File: src/rtl/pint_tx_arb.sv
// pint_tx_arb: shares the PINT transmit path among NREQ byte-stream requesters.
// One requester owns the path per frame. Its bytes are forwarded into the PINT TX FIFO.
// A single tx_req follows once the interface is idle and not receiving.
// The next grant waits until that transmission has completed.
// Build option: define PINT_ARB_FIXED_PRIO_EN to select lowest-index fixed priority.
// Without it (default), arbitration is round-robin.
module pint_tx_arb #(
  parameter int NREQ      = 2,
  parameter int MAX_BYTES = 15,
  parameter int CNT_W     = 4
) (
  input  logic              clk,
  input  logic              resetn,
  input  logic [NREQ-1:0]   req_valid,
  input  logic [8*NREQ-1:0] req_data,
  input  logic [NREQ-1:0]   req_last,
  input  logic [NREQ-1:0]   req_cmd_type,
  output logic [NREQ-1:0]   req_ready,
  output logic [NREQ-1:0]   grant,
  output logic [NREQ-1:0]   done,
  output logic [7:0]        tx_char,
  output logic              tx_char_latch,
  output logic              tx_req,
  output logic              tx_cmd_type,
  input  logic              pint_busy,
  input  logic              pint_rdrdy,
  output logic              err_overlen,
  input  logic              err_clr
);

  localparam int               IDX_W   = (NREQ > 1) ? $clog2(NREQ) : 1;
  localparam logic [CNT_W-1:0] CNT_MAX = CNT_W'(MAX_BYTES);

  typedef enum logic [2:0] {
    IDLE      = 3'd0,
    STREAM    = 3'd1,
    DRAIN     = 3'd2,
    START     = 3'd3,
    WAIT_BUSY = 3'd4,
    WAIT_DONE = 3'd5
  } state_t;

  state_t           state_reg, state_next;
  logic [IDX_W-1:0] owner_reg, owner_sel, rr_reg;
  logic [NREQ-1:0]  grant_reg, done_reg;
  logic [CNT_W-1:0] cnt_reg;
  logic             cmd_reg;
  logic [7:0]       tx_char_reg;
  logic             tx_char_latch_reg;
  logic             err_reg;
  logic             rd_s1, rd_s2;
  logic             own_ready, accept, fire, set_err, finish, start_frame;
  logic             found;
  logic [7:0]       data_arr [NREQ];

  // Per-requester byte lanes and ready: only the current owner is ever ready
  for (genvar gi = 0; gi < NREQ; gi++) begin : g_req
    assign data_arr[gi]  = req_data[8*gi +: 8];
    assign req_ready[gi] = own_ready && (owner_reg == IDX_W'(gi));
  end

`ifdef PINT_ARB_FIXED_PRIO_EN
  // Owner selection: lowest-index valid requester wins
  always_comb begin
    owner_sel = '0;
    found     = 1'b0;
    for (int k = 0; k < NREQ; k++) begin
      if (!found && req_valid[k]) begin
        owner_sel = IDX_W'(k);
        found     = 1'b1;
      end
    end
  end
`else
  // Owner selection: first valid requester at or after the round-robin pointer
  always_comb begin
    owner_sel = '0;
    found     = 1'b0;
    for (int k = 0; k < NREQ; k++) begin
      if (!found && req_valid[(int'(rr_reg) + k) % NREQ]) begin
        owner_sel = IDX_W'((int'(rr_reg) + k) % NREQ);
        found     = 1'b1;
      end
    end
  end
`endif

  // Two-stage synchronizer for the asynchronous rdrdy pad, matching the PINT block's own
  always_ff @(posedge clk) begin
    if (!resetn) begin
      rd_s1 <= 1'b0;
      rd_s2 <= 1'b0;
    end else begin
      rd_s1 <= pint_rdrdy;
      rd_s2 <= rd_s1;
    end
  end

  // State register
  always_ff @(posedge clk) begin
    if (!resetn) state_reg <= IDLE;
    else         state_reg <= state_next;
  end

  // Next-state and per-cycle control strobes
  always_comb begin
    state_next  = state_reg;
    own_ready   = 1'b0;
    fire        = 1'b0;
    set_err     = 1'b0;
    finish      = 1'b0;
    start_frame = 1'b0;
    case (state_reg)
      IDLE: begin
        if (|req_valid) begin
          start_frame = 1'b1;
          state_next  = STREAM;
        end
      end
      STREAM: begin
        if (cnt_reg == CNT_MAX) begin
          set_err    = 1'b1;
          state_next = DRAIN;
        end else begin
          own_ready = 1'b1;
          if (req_valid[owner_reg] && req_last[owner_reg]) state_next = START;
        end
      end
      DRAIN: begin
        own_ready = 1'b1;
        if (req_valid[owner_reg] && req_last[owner_reg]) state_next = START;
      end
      START: begin
        // Wait for the final byte push to land so tx_req never shares a cycle with it
        if (!tx_char_latch_reg && !pint_busy && !rd_s2) begin
          fire       = 1'b1;
          state_next = WAIT_BUSY;
        end
      end
      WAIT_BUSY: begin
        if (pint_busy) state_next = WAIT_DONE;
      end
      WAIT_DONE: begin
        if (!pint_busy) begin
          finish     = 1'b1;
          state_next = IDLE;
        end
      end
      default: state_next = IDLE;
    endcase
  end

  assign accept = own_ready && req_valid[owner_reg];

  // Frame datapath: owner/grant capture, byte forwarding, completion and error flag
  always_ff @(posedge clk) begin
    if (!resetn) begin
      owner_reg         <= '0;
      rr_reg            <= '0;
      grant_reg         <= '0;
      done_reg          <= '0;
      cnt_reg           <= '0;
      cmd_reg           <= 1'b0;
      tx_char_reg       <= '0;
      tx_char_latch_reg <= 1'b0;
      err_reg           <= 1'b0;
    end else begin
      tx_char_latch_reg <= 1'b0;
      done_reg          <= '0;
      if (start_frame) begin
        owner_reg <= owner_sel;
        grant_reg <= NREQ'(1) << owner_sel;
        cnt_reg   <= '0;
      end
      if (accept && state_reg == STREAM) begin
        tx_char_reg       <= data_arr[owner_reg];
        tx_char_latch_reg <= 1'b1;
        cnt_reg           <= cnt_reg + 1'b1;
        if (cnt_reg == '0) cmd_reg <= req_cmd_type[owner_reg];
      end
      if (finish) begin
        done_reg  <= grant_reg;
        grant_reg <= '0;
        rr_reg    <= (int'(owner_reg) == NREQ - 1) ? '0 : owner_reg + 1'b1;
      end
      if (set_err)      err_reg <= 1'b1;
      else if (err_clr) err_reg <= 1'b0;
    end
  end

  assign grant         = grant_reg;
  assign done          = done_reg;
  assign tx_char       = tx_char_reg;
  assign tx_char_latch = tx_char_latch_reg;
  assign tx_req        = fire;
  assign tx_cmd_type   = fire & cmd_reg;
  assign err_overlen   = err_reg;

endmodule

File: config.mk
export PLATFORM = sky130hd
export DESIGN_NAME = pint_tx_arb
export DESIGN_NICKNAME = d
export VERILOG_FILES = /design/src/rtl/pint_tx_arb.sv
export SDC_FILE = /design/constraint.sdc
export NUM_CORES = 1
export LEC_CHECK = 0
export ABC_AREA = 1
export CORE_AREA = 2 2 82 64
export CTS_CLUSTER_DIAMETER = 80
export DETAILED_ROUTE_END_ITERATION = 10
export DIE_AREA = 0 0 84 66
export REMOVE_ABC_BUFFERS = 1
export SYNTH_ARGS = -nofsm -noshare
export SYNTH_HDL_FRONTEND = slang
export SYNTH_SLANG_ARGS = --single-unit
File: constraint.sdc
create_clock -name clk -period 1.4 [get_ports clk]
set_input_delay 0.21 -clock clk [delete_from_list [all_inputs] [get_ports clk]]
set_output_delay 0.21 -clock clk [all_outputs]
set_load 0.01 [all_outputs]
==> run metrics <==
grt ovf=0; number of antenna violations at the first check in global routing=0; Yosys top cell by area=dfxtp_1; crit path kind=reg -> out; GP Congestion=a little under 0.8; Arrival @ worst endpoint=roughly 1200 ps; MaxCap Viol Count=0; power share of the clock group=20.9%; n_diodes=0; die area=between 5000 and 6000 µm²; Tcrit/Tclk final=102%; fmax=between 0.7 and 0.8 GHz; top cell type's share of synthesized area=a little under two fifths; worst IR drop on VDD=578 µV; DRC violation count after routing=0; core area=4760 µm²; fill count=between 400 and 500; CTS clk-pin slew, worst paths=90 ps; TritonCTS clock tree=done; status=finished, violations left; worst hold slack=426 ps; Place WS=-352 ps; layout cells sized above 1=35.0%; #FFs+latches synth=26; Die X=between 80 and 90 µm; wire per inst=about 10 µm; Post-DRT Antenna Nets=0; Rows=22; Mapped Area=between 1000 and 1500 µm²; DR vias=approximately 1,500; Final Setup Violations=2; fin nets=310; Fin Clk Skew=between 2 and 2.5 ps; total net switching power=between 0.7 and 0.8 mW; slew margin rel.=83.9%; final setup TNS=-40.2 ps; Max clock buf depth=2; detailed placer's ending HPWL=approximately 2700 µm; part of the power in registers=37.2%; Buffers on Ports=44; yosys synthesis warning count=0; LEAKAGE=1.15 nW; Largest register FFs=8; Tmin final=~1400 ps; Core Util, Final=approximately half; combinational power share=between 40% and 50%; CP top delay family=flip-flops; CP Cell Sequence=ha_4, nand3_4, nand3_4, nand2_4, inv_4, nor2_1, buf_2; Critical Path Sink Type=primary output; P_int=roughly 1.5 mW; GRT Resource Usage Total=between 10% and 20%; 1st-pass router iterations=4; fin worst setup slack=-27.3 ps; WL final=about 3500 µm; Worst Path Buf+Inv=2; number of DRC markers in iteration 0=between 50 and 60; largest net degree at the start of global routing=19; Boundary Pins=between 40 and 50; Netlist cell types=30; clk_lat worst skew=about 270 ps; Req. time, crit path=approximately 1200 ps; vias in the first global route=between 1,000 and 1,500; Area contributors post-synth=dfxtp_1, nand2_1, nor2_1; clk sinks=26; H-tree depth=1; sequential share of the synthesized area=between 30% and 40%; switch share=approximately a third; Hold Vio Cnt, Final=0; Cell Pwr Density=1000 nW/µm²; placed cell count=327; Area Overhead vs Synth=69.4%; Final Max Slew Viols=0; RSZ-0062 raised after global routing=yes; Post-Synthesis Cells=slightly below 200; Least-Margin Pin Slew=241 ps; Final Total Pwr=2.34 mW; critical-path maximum fanout=2; Post-Layout Inst Area=about 2300 µm²; initial core utilization=28.9%; first-pass GRT wire length=between 5000 and 6000 µm; syn avg cell area=7.06 µm²; placed instance area=between 2000 and 2500 µm²; Slowest-stage cell, CP=dfxtp_2; vias per cell=4.33; Worst path max stage delay=around 340 ps; Tightest Hold Check Type=reg -> reg; CP Launch Type=flip-flop; cts bufs inserted=3; most used cell, CP=nand3_4; failing checks=setup timing; fin cells=340; root buf cell=clkbuf_8; CTS Hold Buffers Added=0; Die Y=about 66 µm
==> cells in the final DEF, fill, tap and decap left out, drive strengths merged <==
| cell type | count |
|---|---|
| o22ai | 1 |
| a21oi | 8 |
| clkbuf | 4 |
| nand4 | 5 |
| nand2 | 66 |
| nor2 | 30 |
| a31oi | 1 |
| dlymetal6s2s | 6 |
| nor3b | 1 |
| clkinv | 2 |
| inv | 20 |
| clkdlybuf4s50 | 33 |
| nand3 | 11 |
| buf | 46 |
| dlygate4sd2 | 1 |
| dfxtp | 26 |
| or2 | 2 |
| nor3 | 2 |
| o21ai | 12 |
| xnor2 | 1 |
| ha | 2 |
==> cell type report <==
| class | instances | area [µm²] | area share [%] |
|---|---|---|---|
| Clock buffer | 4 | 55.1 | 2.36 |
| Inverter | 22 | 103 | 4.40 |
| Multi-Input combinational cell | 142 | 808 | 34.7 |
| Sequential cell | 26 | 529 | 22.7 |
| Tap cell | 60 | 75.1 | 3.22 |
| Timing Repair Buffer | 86 | 761 | 32.6 |
==> power groups by stage <==
| stage | clock network [mW] | logic (mW) | registers, mW |
|---|---|---|---|
| final | 0.490 | 0.982 | 0.870 |
| after global routing | 0.533 | 1.08 | 0.881 |
| after detailed placement | 0 | 0.903 | 0.876 |
| after floorplan | 0 | 0.409 | 0.906 |
| after global placement | 0 | 0.891 | 0.876 |
| after CTS | 0.503 | 0.902 | 0.865 |
==> routing by layer <==
metal	vias to the layer above	routed length, µm	global-route usage [%]
met5	-	0	0
met4	0	8	1.81
met3	2	171	3.62
met2	26	1620	20.8
met1	656	1740	17.1
li1	789	-	-
==> timing repair <==
item	in CTS	in global routing
resized for setup	28	30
cloned	0	1
setup endpoints to repair	16	24
pin swaps	4	7
buffers inserted	3	5
==> worst reg2reg max path: stages (launching register included) <==
cell and delay (ps):
dfxtp_2 340, ha_4 160, nand3_4 60, nand3_4 70, nand2_4 70, buf_4 180, nand2_8 100, buf_4 150
nand3_2 50, a21oi_2 40
==> final timing paths <==
kind | slack (ps) | from | endpoint | cells after the start
worst max-delay path | -30 | cnt_reg[0] | req_ready[0] | 7
worst min-delay path | 430 | rd_s1 | rd_s2 | 2
worst max register to register | 60 | cnt_reg[0] | cnt_reg[2] | 9
worst min register to register | 430 | rd_s1 | rd_s2 | 2
==> synthesized netlist by cell type <==
cell / n
clkbuf_1: 2
xnor2_1: 1
nor2_2: 2
clkinv_4: 1
o21ai_2: 9
buf_6: 2
nand2_8: 1
o21ai_1: 1
nor3b_1: 1
a21oi_1: 6
nand4_1: 5
dfxtp_1: 26
nor3_1: 1
or2_2: 2
nor3_4: 1
buf_2: 1
nand2_4: 1
nand2_2: 1
nand3_2: 2
nand3_1: 9
inv_1: 17
inv_2: 4
buf_12: 1
o21ai_0: 2
a31oi_1: 1
nor2_1: 28
a21oi_2: 2
ha_1: 2
o22ai_1: 1
nand2_1: 62
==> cells by family after synthesis <==
| kind of cell | count (synthesis) | share of synthesized area [%] |
|---|---|---|
| simple gates | 116 | 38.2 |
| buf+inv | 28 | 10.4 |
| xor+xnor | 1 | 0.636 |
| compound gates | 22 | 11.2 |
| fa+ha+maj | 2 | 1.82 |
| flops | 26 | 37.8 |
Power figures use the tool's default switching activity.
==> patch 1: new RTL, same settings <==
Re-encode `state_t` (6 states) as one-hot, 6 bits wide.
--- a/src/rtl/pint_tx_arb.sv
+++ b/src/rtl/pint_tx_arb.sv
@@ -31,13 +31,13 @@
   localparam int               IDX_W   = (NREQ > 1) ? $clog2(NREQ) : 1;
   localparam logic [CNT_W-1:0] CNT_MAX = CNT_W'(MAX_BYTES);
 
-  typedef enum logic [2:0] {
-    IDLE      = 3'd0,
-    STREAM    = 3'd1,
-    DRAIN     = 3'd2,
-    START     = 3'd3,
-    WAIT_BUSY = 3'd4,
-    WAIT_DONE = 3'd5
+  typedef enum logic [5:0] {
+    IDLE      = 6'b000001,
+    STREAM    = 6'b000010,
+    DRAIN     = 6'b000100,
+    START     = 6'b001000,
+    WAIT_BUSY = 6'b010000,
+    WAIT_DONE = 6'b100000
   } state_t;
 
   state_t           state_reg, state_next;
Function: same outputs for any inputs over 4 cycles, from zero or initial values and one cycle with resetn low; so few cycles prove little.
==> patch 1 against the original RTL <==
The run still ends with setup timing left; clock skew increased by 0.0035 ns; synthesized cell count rose by 10%; first-iteration DRC count increased by 81%; cell count up 7.4%; wire length rose by 23%; count of clock-buffer cells in the layout up 2; cell area grew 11%; area after synthesis grew 8.0%; combinational power fell by 48%; sequential share of layout area rose by 0.24 points; setup slack worse by 0.14 ns; sequential cell count is 3 higher; die area unchanged; power is 13% lower; critical endpoint is now req_ready[1]; largest cell class unchanged; highest routed layer unchanged.
==> patch 1: results (changes against the original RTL) <==
run_status:
  status: "finished with violations"
  violations: "setup timing"
clocking:
  clk_pin_slew_ns: 0.06  # -0.03 ns
  cts_made_buffers: 5  # +2
  clk_path_buf_depth: 2  # unchanged
  h-tree-depth: 2  # +1
route:
  routed_via_density: 4.56  # +5.4%
  wl_met1_mm: 2.10  # +21%
  num_vias: 1666  # +13%
  wl_mm: 4.37  # +23%
  wl_met2_mm: 2.07  # +27%
  drtIter0Drc: 98  # +81%
  met3_length_um: 185  # +8.2%
setup_path:
  timing.rr.start: "state_reg[3]"
  cp.arrival_ns: 1.36  # +0.14 ns
  critPathTopFamily: "buffers and inverters"
  cp_max_fo: 3  # +1
pwr:
  ir_drop_v: 0.000478  # -17%
  internal_power_w: 0.00144  # -6.6%
hold_path:
  min-delay-start: "pint_busy"
  hold_path.class: "primary input to register"
finish:
  drive_gt1_share_pct: 36.4  # +1.4 points
  diodes: 0  # unchanged
  fin_nets: 333  # +7.4%
yosys:
  synth_area_leaders: "dfxtp_1, nand2_1, nor2_1"
  ys_seq_area_share_pct: 39.1  # +1.2 points
place:
  dp.final_hpwl_mm: 3.09  # +12%
  port_buffers: 44  # unchanged
  finalWeightedCongestion: 0.801  # +1.4%
  place_area_um2: 2260  # +8.0%
timing:
  timing.final.ws_setup_ns: -0.166  # -0.139 ns
  max_slew_margin_pct: 75.1  # -8.8 points
  finClkSkew_ns: 0.00603  # +0.00353 ns
  setup_viol: 20  # +18
global_route:
  first_global_vias: 1502  # +16%
  grt_pass1_wl_mm: 6.92  # +21%
  grt_util_all_layers_pct: 15.8  # +3.1 points
  grt_max_degree: 10  # -9
patch 1: per-stage QoR:
step | setup WS, ns | util (%) | hold WS, ns | setup TNS (ns)
after global placement | -0.508 | 47.4 | 0.395 | -6.01
after detailed placement | -0.516 | 47.4 | 0.400 | -6.24
after CTS | -0.185 | 51.4 | 0.416 | -1.84
final | -0.166 | 54.4 | 0.353 | -1.21
after global routing | -0.243 | 54.4 | 0.369 | -3.13
after floorplan | -0.0277 | - | 0.294 | -0.222
patch 1: worst paths after layout:
check                 end  slack [ns]  depth (start not counted)
max          req_ready[1]       -0.17                          8
min          state_reg[5]        0.35                          3
max reg2reg    cnt_reg[1]       -0.09                         11
min reg2reg         rd_s2        0.41                          2
patch 1: cell type report:
type / instances / area share, %
clock buffer: 6 / 2.80
clock inverter: 2 / 0.386
inverter: 26 / 4.15
multi-input combinational: 155 / 35.9
sequential: 29 / 22.9
tap: 60 / 2.90
timing repair buffer: 87 / 30.9
patch 1: layer usage:
layer  global-route usage (%)  vias up
met2                     25.3       29
li1                         -      865
met4                     3.63        0
met1                     21.4      770
met5                        0        -
met3                     4.24        2
patch 1: kinds of logic (layout without fill, tap and decap cells):
family / Yosys count / in the layout / share of synthesized area [%]
compound gates: 24 / 24 / 10.7
xor+xnor: 1 / 1 / 0.589
fa+ha+maj: 2 / 2 / 1.68
buf+inv: 32 / 121 / 8.84
flops: 29 / 29 / 39.1
mux: 1 / 1 / 0.673
simple gates: 126 / 127 / 38.5
patch 1: tightest hold or removal path, cell delays in order:
cell and delay [ns]:
dlymetal6s2s_1 0.16, nand4_1 0.15, a21oi_2 0.07
patch 1: timing repair:
action                                  CTS  global route
setup buffers                             4             3
pin swaps                                 7            25
resized for setup                        37            43
hold buffers                              0             0
gates cloned                              1             0
endpoints found under the setup margin   20            31
patch 1: power by group through the flow:
stage / logic, W / registers, W / clock network (W)
after floorplan: 0.000188 / 0.000897 / 0
after global placement: 0.000430 / 0.000888 / 0
final: 0.000513 / 0.000876 / 0.000651
after detailed placement: 0.000431 / 0.000888 / 0
after global routing: 0.000560 / 0.000879 / 0.000722
after CTS: 0.000466 / 0.000870 / 0.000678
==> patch 2: new RTL, same flow settings <==
Without the edit above. Build with the macro `PINT_ARB_FIXED_PRIO_EN` defined.
--- a/src/rtl/pint_tx_arb.sv
+++ b/src/rtl/pint_tx_arb.sv
@@ -4,6 +4,8 @@
 // The next grant waits until that transmission has completed.
 // Build option: define PINT_ARB_FIXED_PRIO_EN to select lowest-index fixed priority.
 // Without it (default), arbitration is round-robin.
+`define PINT_ARB_FIXED_PRIO_EN
+
 module pint_tx_arb #(
   parameter int NREQ      = 2,
   parameter int MAX_BYTES = 15,
Function: changed (Yosys sat finds a counterexample within 10 cycles, from zero or initial values and one cycle with resetn low).
==> patch 2 against the original RTL <==
The run still ends with setup timing left; wire length shrank 0.14%; via count decreased by 3.4%; die area stayed put; power increased by 8.0%; area after synthesis is 9.2% lower; setup slack lost 0.028 ns; sequential cell count decreased by 1; sequential power is 1% higher; sequential share of layout area increased by 1.3 points; clock power fell by 11%; cell area shrank 8.9%.
==> patch 2: results (changes against the original RTL) <==
timing:
  fin_tns_setup_ns: -0.0910  # -0.0508 ns
  worst_pin_slew_ns: 0.271  # +0.0299 ns
  timing.final.ws_setup_ns: -0.0557  # -0.0284 ns
  setup_viol: 2  # unchanged
yosys:
  ys_seq_area_share_pct: 40.0  # +2.2 points
  ys_top_cells_by_count: "nand2_1, nor2_1, dfxtp_1"
  synth_area_leaders: "dfxtp_1, nand2_1, nor2_1"
  synthDistinctLibCells: 26  # -13%
global_route:
  first_global_vias: 1355  # +4.9%
  grtUsageMet1_pct: 17.9  # +0.81 points
  grt_max_degree: 14  # -5
  grtUsageMet3_pct: 3.50  # -0.12 points
  grt_util_all_layers_pct: 14.2  # +1.5 points
  grt_pass1_wl_mm: 6.15  # +7.7%
  grtUsageMet2_pct: 24.1  # +3.3 points
setup_path:
  reg2reg_to: "tx_char[0]"
  r2r_slack_ns: 0.02  # -0.04 ns
  endpoint: "req_ready[1]"
run_status:
  status: "finished with violations"
  violations: "setup timing"
route:
  wl_met1_mm: 1.71  # -1.2%
  wl_met2_mm: 1.58  # -2.4%
  routed_via_density: 4.33  # -0.16%
  wl_mm: 3.53  # -0.14%
finish:
  clk_share_pct: 2.12  # -0.24 points
  multi_input_cells: 139  # -2.1%
  n_all_buffers: 79  # -8.1%
  stdcell_count: 329  # -3.2%
  drive_gt1_share_pct: 27.1  # -7.9 points
  ff_latch_area_um2: 510  # -3.5%
place:
  place_area_um2: 1980  # -5.3%
  dp.final_hpwl_mm: 2.80  # +1.9%
  pre_cts_ws_ns: -0.347  # +0.00501 ns
  dp_cells: 323  # -1.2%
  finalWeightedCongestion: 0.833  # +5.5%
pwr:
  pwr-share-seq_pct: 34.9  # -2.3 points
  powerComb_w: 0.00121  # +23%
clocking:
  cts_sinks: 25  # -3.8%
patch 2: cell types whose count changed in the layout (fill, tap and decap cells not counted), moves of 3 or more:
| cell | before | now |
|---|---|---|
| nand4_1 | 5 | 2 |
| o21ai_1 | 1 | 8 |
| buf_4 | 39 | 33 |
| nand3_1 | 6 | 10 |
| o21ai_2 | 9 | 3 |
patch 2: what timing repair did:
item | 4_1_cts | 5_1_grt
endpoints found under the setup margin | 19 | 24
hold endpoints to repair | 0 | 0
buffers inserted | 2 | 0
pin swaps | 3 | 4
resized for setup | 31 | 20
gates cloned | 0 | 0
patch 2: cell families after synthesis:
group | synth area share, %
AND/OR/NAND/NOR | 38.4
buffers and inverters | 9.31
flip-flops | 40.0
AO/OA/AOI/OAI | 9.51
adder cells (fa/ha/maj) | 2.00
XOR/XNOR | 0.701
patch 2: tightest hold or removal path, cell delays in order (launching register included):
cell     delay [ns]
dfxtp_1        0.31
nand2_1        0.04
inv_1          0.04
